`config.mk`:
```
export PLATFORM = sky130hd
export DESIGN_NAME = ft_recovery_ctrl_flat
export DESIGN_NICKNAME = d
export VERILOG_FILES = /design/src/rtl/ft_recovery_ctrl_if.sv /design/src/rtl/ft_recovery_ctrl.sv /design/src/flat_wrapper.sv
export SDC_FILE = /design/constraint.sdc
export NUM_CORES = 1
export LEC_CHECK = 0
export ABC_AREA = 1
export BUFFER_PORTS_ARGS = -buffer_cell sky130_fd_sc_hd__clkbuf_2
export CORE_ASPECT_RATIO = 1.25
export CORE_MARGIN = 4
export CORE_UTILIZATION = 56
export CTS_CLUSTER_DIAMETER = 50
export DETAILED_ROUTE_END_ITERATION = 10
export GPL_TIMING_DRIVEN = 0
export PLACE_DENSITY = 0.78
export SLEW_MARGIN = 15
export SYNTH_ARGS = -nofsm -noshare
export SYNTH_HDL_FRONTEND = slang
export SYNTH_SLANG_ARGS = --single-unit
```
`constraint.sdc`:
```
create_clock -name clk_i -period 1.75 [get_ports clk_i]
set_input_delay 0.35 -clock clk_i [delete_from_list [all_inputs] [get_ports clk_i]]
set_output_delay 0.35 -clock clk_i [all_outputs]
set_load 0.02 [all_outputs]
```
`src/rtl/ft_recovery_ctrl_if.sv`:
```
// Control/status bundle between the lockstep error comparator, the recovery
// sequencer and the core reset / checkpoint-restore logic.
interface ft_recovery_ctrl_if #(
  parameter int unsigned MAX_RETRIES = 2,
  parameter int unsigned CNT_W       = 8
);
  localparam int unsigned RW = (MAX_RETRIES > 0) ? $clog2(MAX_RETRIES + 1) : 1;

  logic             enable_i;
  logic             error_i;
  logic             force_error_i;
  logic             recovery_done_i;
  logic             clear_fault_i;
  logic             reset_cores_o;
  logic             recover_o;
  logic             recovering_o;
  logic             fault_o;
  logic [RW-1:0]    retry_count_o;
  logic [CNT_W-1:0] error_count_o;

  modport master (
    output enable_i, error_i, force_error_i, recovery_done_i, clear_fault_i,
    input  reset_cores_o, recover_o, recovering_o, fault_o,
           retry_count_o, error_count_o
  );

  modport slave (
    input  enable_i, error_i, force_error_i, recovery_done_i, clear_fault_i,
    output reset_cores_o, recover_o, recovering_o, fault_o,
           retry_count_o, error_count_o
  );
endinterface

```
`src/rtl/ft_recovery_ctrl.sv`:
```
// Lockstep fault-recovery sequencer: reset -> recover -> wait-for-done with a
// completion watchdog, bounded retries, sticky permanent fault, saturating error count.
module ft_recovery_ctrl #(
  parameter int unsigned RESET_CYCLES   = 1,
  parameter int unsigned RECOVER_CYCLES = 2,
  parameter int unsigned TIMEOUT_CYCLES = 256,
  parameter int unsigned MAX_RETRIES    = 2,
  parameter int unsigned CNT_W          = 8
) (
  input logic               clk_i,
  input logic               rst_i,
  ft_recovery_ctrl_if.slave bus
);
  localparam int unsigned RW     = (MAX_RETRIES > 0) ? $clog2(MAX_RETRIES + 1) : 1;
  localparam int unsigned PH_MAX = (RESET_CYCLES > RECOVER_CYCLES)
                                   ? ((RESET_CYCLES > TIMEOUT_CYCLES) ? RESET_CYCLES : TIMEOUT_CYCLES)
                                   : ((RECOVER_CYCLES > TIMEOUT_CYCLES) ? RECOVER_CYCLES : TIMEOUT_CYCLES);
  localparam int unsigned PH_W   = (PH_MAX > 1) ? $clog2(PH_MAX) : 1;

  localparam logic [PH_W-1:0]  RST_LAST = PH_W'(RESET_CYCLES - 1);
  localparam logic [PH_W-1:0]  REC_LAST = PH_W'(RECOVER_CYCLES - 1);
  localparam logic [PH_W-1:0]  TO_LAST  = PH_W'(TIMEOUT_CYCLES - 1);
  localparam logic [PH_W-1:0]  PH_ONE   = PH_W'(1);
  localparam logic [RW-1:0]    RT_MAX   = RW'(MAX_RETRIES);
  localparam logic [RW-1:0]    RT_ONE   = RW'(1);
  localparam logic [CNT_W-1:0] EC_ONE   = CNT_W'(1);

  typedef enum logic [2:0] {
    ST_IDLE,
    ST_RESET,
    ST_RECOVER,
    ST_WAIT_DONE,
    ST_DONE,
    ST_FAULT
  } state_t;

  state_t           r_state, w_state_nxt;
  logic [PH_W-1:0]  r_phase, w_phase_nxt;
  logic [RW-1:0]    r_retry, w_retry_nxt;
  logic [CNT_W-1:0] r_errcnt, w_errcnt_nxt;
  logic             r_reset_cores, r_recover, r_recovering, r_fault;
  logic             w_err;

  assign w_err = bus.error_i | bus.force_error_i;

  always_comb begin
    w_state_nxt  = r_state;
    w_phase_nxt  = r_phase;
    w_retry_nxt  = r_retry;
    w_errcnt_nxt = r_errcnt;
    if (bus.enable_i) begin
      case (r_state)
        ST_IDLE: if (w_err) begin
          w_state_nxt = ST_RESET;
          w_phase_nxt = '0;
          w_retry_nxt = '0;
          if (r_errcnt != '1) w_errcnt_nxt = r_errcnt + EC_ONE;
        end
        ST_RESET: if (r_phase == RST_LAST) begin
          w_state_nxt = ST_RECOVER;
          w_phase_nxt = '0;
        end else begin
          w_phase_nxt = r_phase + PH_ONE;
        end
        ST_RECOVER: if (r_phase == REC_LAST) begin
          w_state_nxt = ST_WAIT_DONE;
          w_phase_nxt = '0;
        end else begin
          w_phase_nxt = r_phase + PH_ONE;
        end
        // done is checked before the watchdog so it wins a same-cycle tie
        ST_WAIT_DONE: if (bus.recovery_done_i) begin
          w_state_nxt = ST_DONE;
          w_phase_nxt = '0;
        end else if (r_phase == TO_LAST) begin
          w_phase_nxt = '0;
          if (r_retry < RT_MAX) begin
            w_retry_nxt = r_retry + RT_ONE;
            w_state_nxt = ST_RESET;
          end else begin
            w_state_nxt = ST_FAULT;
          end
        end else begin
          w_phase_nxt = r_phase + PH_ONE;
        end
        ST_DONE:  w_state_nxt = ST_IDLE;
        ST_FAULT: if (bus.clear_fault_i) w_state_nxt = ST_IDLE;
        default:  w_state_nxt = ST_IDLE;
      endcase
    end
  end

  // Outputs are registered from the next state so they track r_state exactly.
  always_ff @(negedge clk_i) begin
    if (rst_i) begin
      r_state       <= ST_IDLE;
      r_phase       <= '0;
      r_retry       <= '0;
      r_errcnt      <= '0;
      r_reset_cores <= 1'b0;
      r_recover     <= 1'b0;
      r_recovering  <= 1'b0;
      r_fault       <= 1'b0;
    end else begin
      r_state       <= w_state_nxt;
      r_phase       <= w_phase_nxt;
      r_retry       <= w_retry_nxt;
      r_errcnt      <= w_errcnt_nxt;
      r_reset_cores <= (w_state_nxt == ST_RESET);
      r_recover     <= (w_state_nxt == ST_RECOVER);
      r_recovering  <= (w_state_nxt == ST_RECOVER) || (w_state_nxt == ST_WAIT_DONE);
      r_fault       <= (w_state_nxt == ST_FAULT);
    end
  end

  assign bus.reset_cores_o = r_reset_cores;
  assign bus.recover_o     = r_recover;
  assign bus.recovering_o  = r_recovering;
  assign bus.fault_o       = r_fault;
  assign bus.retry_count_o = r_retry;
  assign bus.error_count_o = r_errcnt;
endmodule

```
`src/flat_wrapper.sv`:
```
// flat-port wrapper written by rule: the top's interface ports become plain ports
module ft_recovery_ctrl_flat 
#(
  parameter int unsigned RESET_CYCLES   = 1,
  parameter int unsigned RECOVER_CYCLES = 2,
  parameter int unsigned TIMEOUT_CYCLES = 256,
  parameter int unsigned MAX_RETRIES    = 2,
  parameter int unsigned CNT_W          = 8
)
  (clk_i, rst_i, bus_enable_i, bus_error_i, bus_force_error_i, bus_recovery_done_i, bus_clear_fault_i, bus_reset_cores_o, bus_recover_o, bus_recovering_o, bus_fault_o, bus_retry_count_o, bus_error_count_o);
  ft_recovery_ctrl_if #(.MAX_RETRIES(MAX_RETRIES), .CNT_W(CNT_W)) bus_i ();
  input logic clk_i;
  input logic rst_i;
  input wire logic [$bits(bus_i.enable_i)-1:0] bus_enable_i;
  input wire logic [$bits(bus_i.error_i)-1:0] bus_error_i;
  input wire logic [$bits(bus_i.force_error_i)-1:0] bus_force_error_i;
  input wire logic [$bits(bus_i.recovery_done_i)-1:0] bus_recovery_done_i;
  input wire logic [$bits(bus_i.clear_fault_i)-1:0] bus_clear_fault_i;
  output wire logic [$bits(bus_i.reset_cores_o)-1:0] bus_reset_cores_o;
  output wire logic [$bits(bus_i.recover_o)-1:0] bus_recover_o;
  output wire logic [$bits(bus_i.recovering_o)-1:0] bus_recovering_o;
  output wire logic [$bits(bus_i.fault_o)-1:0] bus_fault_o;
  output wire logic [$bits(bus_i.retry_count_o)-1:0] bus_retry_count_o;
  output wire logic [$bits(bus_i.error_count_o)-1:0] bus_error_count_o;
  assign bus_i.enable_i = bus_enable_i;
  assign bus_i.error_i = bus_error_i;
  assign bus_i.force_error_i = bus_force_error_i;
  assign bus_i.recovery_done_i = bus_recovery_done_i;
  assign bus_i.clear_fault_i = bus_clear_fault_i;
  assign bus_reset_cores_o = bus_i.reset_cores_o;
  assign bus_recover_o = bus_i.recover_o;
  assign bus_recovering_o = bus_i.recovering_o;
  assign bus_fault_o = bus_i.fault_o;
  assign bus_retry_count_o = bus_i.retry_count_o;
  assign bus_error_count_o = bus_i.error_count_o;
  ft_recovery_ctrl #(.RESET_CYCLES(RESET_CYCLES), .RECOVER_CYCLES(RECOVER_CYCLES), .TIMEOUT_CYCLES(TIMEOUT_CYCLES), .MAX_RETRIES(MAX_RETRIES), .CNT_W(CNT_W)) u_core (.clk_i(clk_i), .rst_i(rst_i), .bus(bus_i));
endmodule
```
=== Word level (Yosys, flattened, before mapping) ===
Index checks and enable logic that the tools add are counted.

* Bits in registers: 25
* Input bits: 7
* Output and inout port bits: 14
* Word-level logic and storage cells: 56

* $add $sub $neg: 3
* Magnitude comparators: 1
* Eq/ne operators: 15
* Muxes and demuxes: 20
* Bitwise operators: 1
* Reductions and logical operators: 8

{| class="wikitable"
|+ Operators by type and width
! operator !! number
|-
| 2-to-1 mux 8 bit || 5
|-
| one-hot mux 8 bit (4 select lines) || 1
|-
| 2-to-1 mux 3 bit || 8
|-
| adder 8 x 1 -> 8 bit, second input constant || 2
|-
| one-hot mux 3 bit (5 select lines) || 1
|-
| == test 3 x 2 -> 1 bit, second input constant || 4
|-
| == test 8 x 1 -> 1 bit, second input constant || 1
|-
| == test 8 bit, second input constant || 1
|-
| logical NOT 8 bit || 1
|-
| 2-to-1 mux 2 bit || 4
|-
| != test 8 bit, second input constant || 1
|-
| == test 3 x 1 -> 1 bit, second input constant || 2
|-
| == test 3 bit, second input constant || 2
|-
| != test 2 x 1 -> 1 bit, second input constant || 3
|-
| AND reduction 6 bit || 1
|-
| one-hot mux 2 bit (2 select lines) || 1
|-
| AND reduction 4 bit || 1
|-
| nonzero test 4 bit || 1
|-
| logical NOT 3 bit || 1
|-
| AND reduction 3 bit || 1
|-
| adder 2 x 1 -> 2 bit, second input constant || 1
|-
| less-than comparator 2 bit, second input constant || 1
|-
| != test 2 bit, second input constant || 1
|-
| nonzero test 2 bit || 1
|-
| other kinds (2) || 2
|}

=== Logic depth before layout (Yosys ltp) ===
* Word-level depth: 8
* Mapped depth: 11
* Mapped depth without buffers: 11

==> qor.txt <==
P&R area growth vs syn = 53.74%
Final Max Tran Viols = 0
Outcome = finished, violations left
CP top delay family = flip-flops
Io pins = 21
GPL Wtd Cong = 0.8820
Die area = 3450 um2
Setup slack, reg-to-reg = 0.03 ns
Worst Hold Path EP = u_core.r_phase[1]
Worst VDD drop = 0.6175 mV
WP buf/inv = 1
Type of origin of the critical path = register
Core area = 2452 um2
Hold path depth = 2
Vias in the first global route = 1,745
Synth area leader = dfxtp_1
WL per Instance = 16.86 um
Met1 WL = 1.870 mm
Fin area = 2212 um2
CTS buffer count = 3
Dpl hpwl = 2.412 mm
Root Buffer = clkbuf_4
Post-synth top area share = 34.78%
Critical path's largest stage delay = 0.35 ns
Clock sink count = 25
Syn_area_per_cell = 6.631 um2
Vias per inst = 5.719
Port bufs = 19
Worst Tran Pin Value = 0.5201 ns
Final cell count without fillers = 313
TritonCTS clock tree = done
Largest net degree at the start of global routing = 14
CTS Buffer Depth = 2
Final wirelength = 5.278 mm
DR iter-0 viols = 102
Setup ws final = -0.3654 ns
Ys Warns = 0
Starting Density = 58.67%
Cell Area, Placed = 1670 um2
Vias = 1,790
Die width = 53.34 um
WHS = 0.5257 ns
Cell Pwr Density = 653.3 nW/um2
Leakage power = 1.115 nW
Rel. slew slack = 64.96%
Met2 Routed Length = 2.788 mm
Final core occ = 90.20%
Post-CTS Hold Fix Bufs = 0
Critical Path Fanout Max = 2
Unique masters post-synth = 28
Cells after DPL = 269
CTS H-tree lvls = 1
NumNets Final = 292
#FFs+latches synth = 25
Total global-route track usage = 28.07%
Global-route wire length before repair = 7.369 mm
R2R Path Start = u_core.bus.error_count_o[0]
GR Overflow Total = 0
Initial antenna violation count = 0
Crit path kind = register to primary output
Max layer used = met4
Syn Nets = 228
Ant diodes = 0
Worst path slowest cell = dfxtp_4
Worst Clk Skew = 0.02754 ns
Worst Reg-to-Reg Cells = 9
Worst-path clk slew = 0.06 ns
Final setup viols = 30
Register area share after synthesis = 34.78%
Worst-Skew Late Latency = 0.42 ns
Post-Synthesis Cells = 217
Remaining DRCs = 0
WL met3 = 364 um
Maxcap violations = 0
Hold_sp = u_core.r_phase[1]
Synthesized cell area = 1439 um2
RSZ-0062 raised after global routing = true
First-pass DRT Iterations = 4
Die height = 64.68 um
Hold Crit Class = register to register
Req. time, crit path = 1.40 ns
Share of cells above drive strength 1 = 39.29%
Pre-CTS WS = -0.5577 ns
Hold Vio Cnt, Final = 0
RR Endpoint = u_core.bus.error_count_o[4]
Failing checks = negative setup slack
CP Capture Type = primary output
Crit path arrival time = 1.77 ns
Antenna-violating nets left = 0
Synth area leaders = dfxtp_1 (35%), nand2_1 (14%), inv_1 (8.9%), nor2_1 (8.3%), nand3_1 (3.8%)
Crit path cell chain = buf_8
Std cell rows = 20
-- cell usage in the layout, fill, tap and decap left out, drive strengths merged --
cell type / instances
dfxtp: 25
clkinv: 1
xor2: 1
nand4: 7
a21oi: 8
o21ai: 10
clkbuf: 7
o21bai: 2
nor2: 37
nand3: 14
nor3b: 2
ha: 4
o211a: 1
nor3: 6
nand2: 57
o211ai: 1
inv: 62
a31oi: 1
buf: 33
xnor2: 1
-- power breakdown --
part / total, W / switching, W / internal (W)
clock: 0.000535 / 0.000377 / 0.000158
combinational: 0.000304 / 0.000178 / 0.000126
sequential: 0.000606 / 0.0000195 / 0.000587
total: 0.00145 / 0.000575 / 0.000871
-- tightest hold or removal path, delay by kind of cell (launching register included) --
family	cells	cell delay, ns
compound gates	1	0.05
flops	1	0.33
simple gates	1	0.10
-- worst max-delay path by stage --
stage | depth (start not counted) | from | endpoint | slack, ns
after floorplan | 7 | bus_force_error_i | u_core.r_phase[6] | -0.22
after global placement | 9 | bus_force_error_i | u_core.bus.error_count_o[6] | -0.52
after detailed placement | 9 | bus_force_error_i | u_core.bus.error_count_o[4] | -0.56
after CTS | 1 | u_core.bus.error_count_o[0] | bus_error_count_o[0] | -0.37
after global routing | 1 | u_core.bus.error_count_o[7] | bus_error_count_o[7] | -0.40
final | 1 | u_core.bus.error_count_o[5] | bus_error_count_o[5] | -0.37
-- kinds of logic after synthesis --
family / count (synthesis) / synth area share, %
buffers and inverters: 40 / 10.70
and+or+nand+nor: 123 / 40.87
xor gates and xnor gates: 2 / 1.218
DFF: 25 / 34.78
adders and majority gates: 4 / 3.478
AOI/OAI and AO/OA: 23 / 8.957
-- sequential cells by signal, summed over array words and instances (netlist names) --
register and cells:
u_core.bus.fault_o 1, u_core.bus.recovering_o 1, u_core.bus.error_count_o 8, u_core.r_phase 8, u_core.bus.recover_o 1, u_core.bus.reset_cores_o 1
u_core.r_state 3, u_core.bus.retry_count_o 2
-- area by class of cell --
cell class,instances,area (um2)
Sequential cell,25,525.5
Multi-Input combinational cell,152,939.7
Tap cell,33,41.29
Clock buffer,3,22.52
Fill cell,112,240.2
Inverter,37,161.4
Clock inverter,26,97.59
Buffer,2,27.53
Timing Repair Buffer,35,396.6
-- what timing repair did --
item,4_1_cts,5_1_grt
buffers inserted,14,3
pin swaps,10,13
resized for setup,59,41
setup endpoints to repair,30,38
-- through the flow --
step / TNS, ns / total power (W)
2_1_floorplan: -3.291 / 0.0008503
3_3_place_gp: -10.90 / 0.0008961
3_5_place_dp: -11.48 / 0.0009013
4_1_cts: -5.057 / 0.001380
5_1_grt: -6.594 / 0.001544
6_report: -5.412 / 0.001445
-- layer usage --
| layer | GRT usage (%) | vias to the layer above |
|---|---|---|
| met2 | 50.77 | 87 |
| met4 | 9.265 | 0 |
| met1 | 28.37 | 857 |
| met3 | 10.57 | 33 |
| met5 | 0 | - |
| li1 | - | 813 |
-- cell usage after synthesis --
master,number
o211a_1,1
a21oi_1,8
ha_1,4
o21ai_1,2
buf_2,2
nor3_1,5
o21ai_0,8
nor2_4,2
nand3_2,2
inv_1,34
nor2_2,3
nand3_4,1
xor2_1,1
o21bai_1,2
nand2_1,53
nand4_1,6
clkinv_2,1
nand4_2,1
dfxtp_1,25
o211ai_1,1
a31oi_1,1
inv_2,3
nor2_1,32
nand3_1,11
nor3b_2,2
xnor2_1,1
nand2_2,4
nor3_2,1
Note: power is estimated with default switching activity, not from simulation.
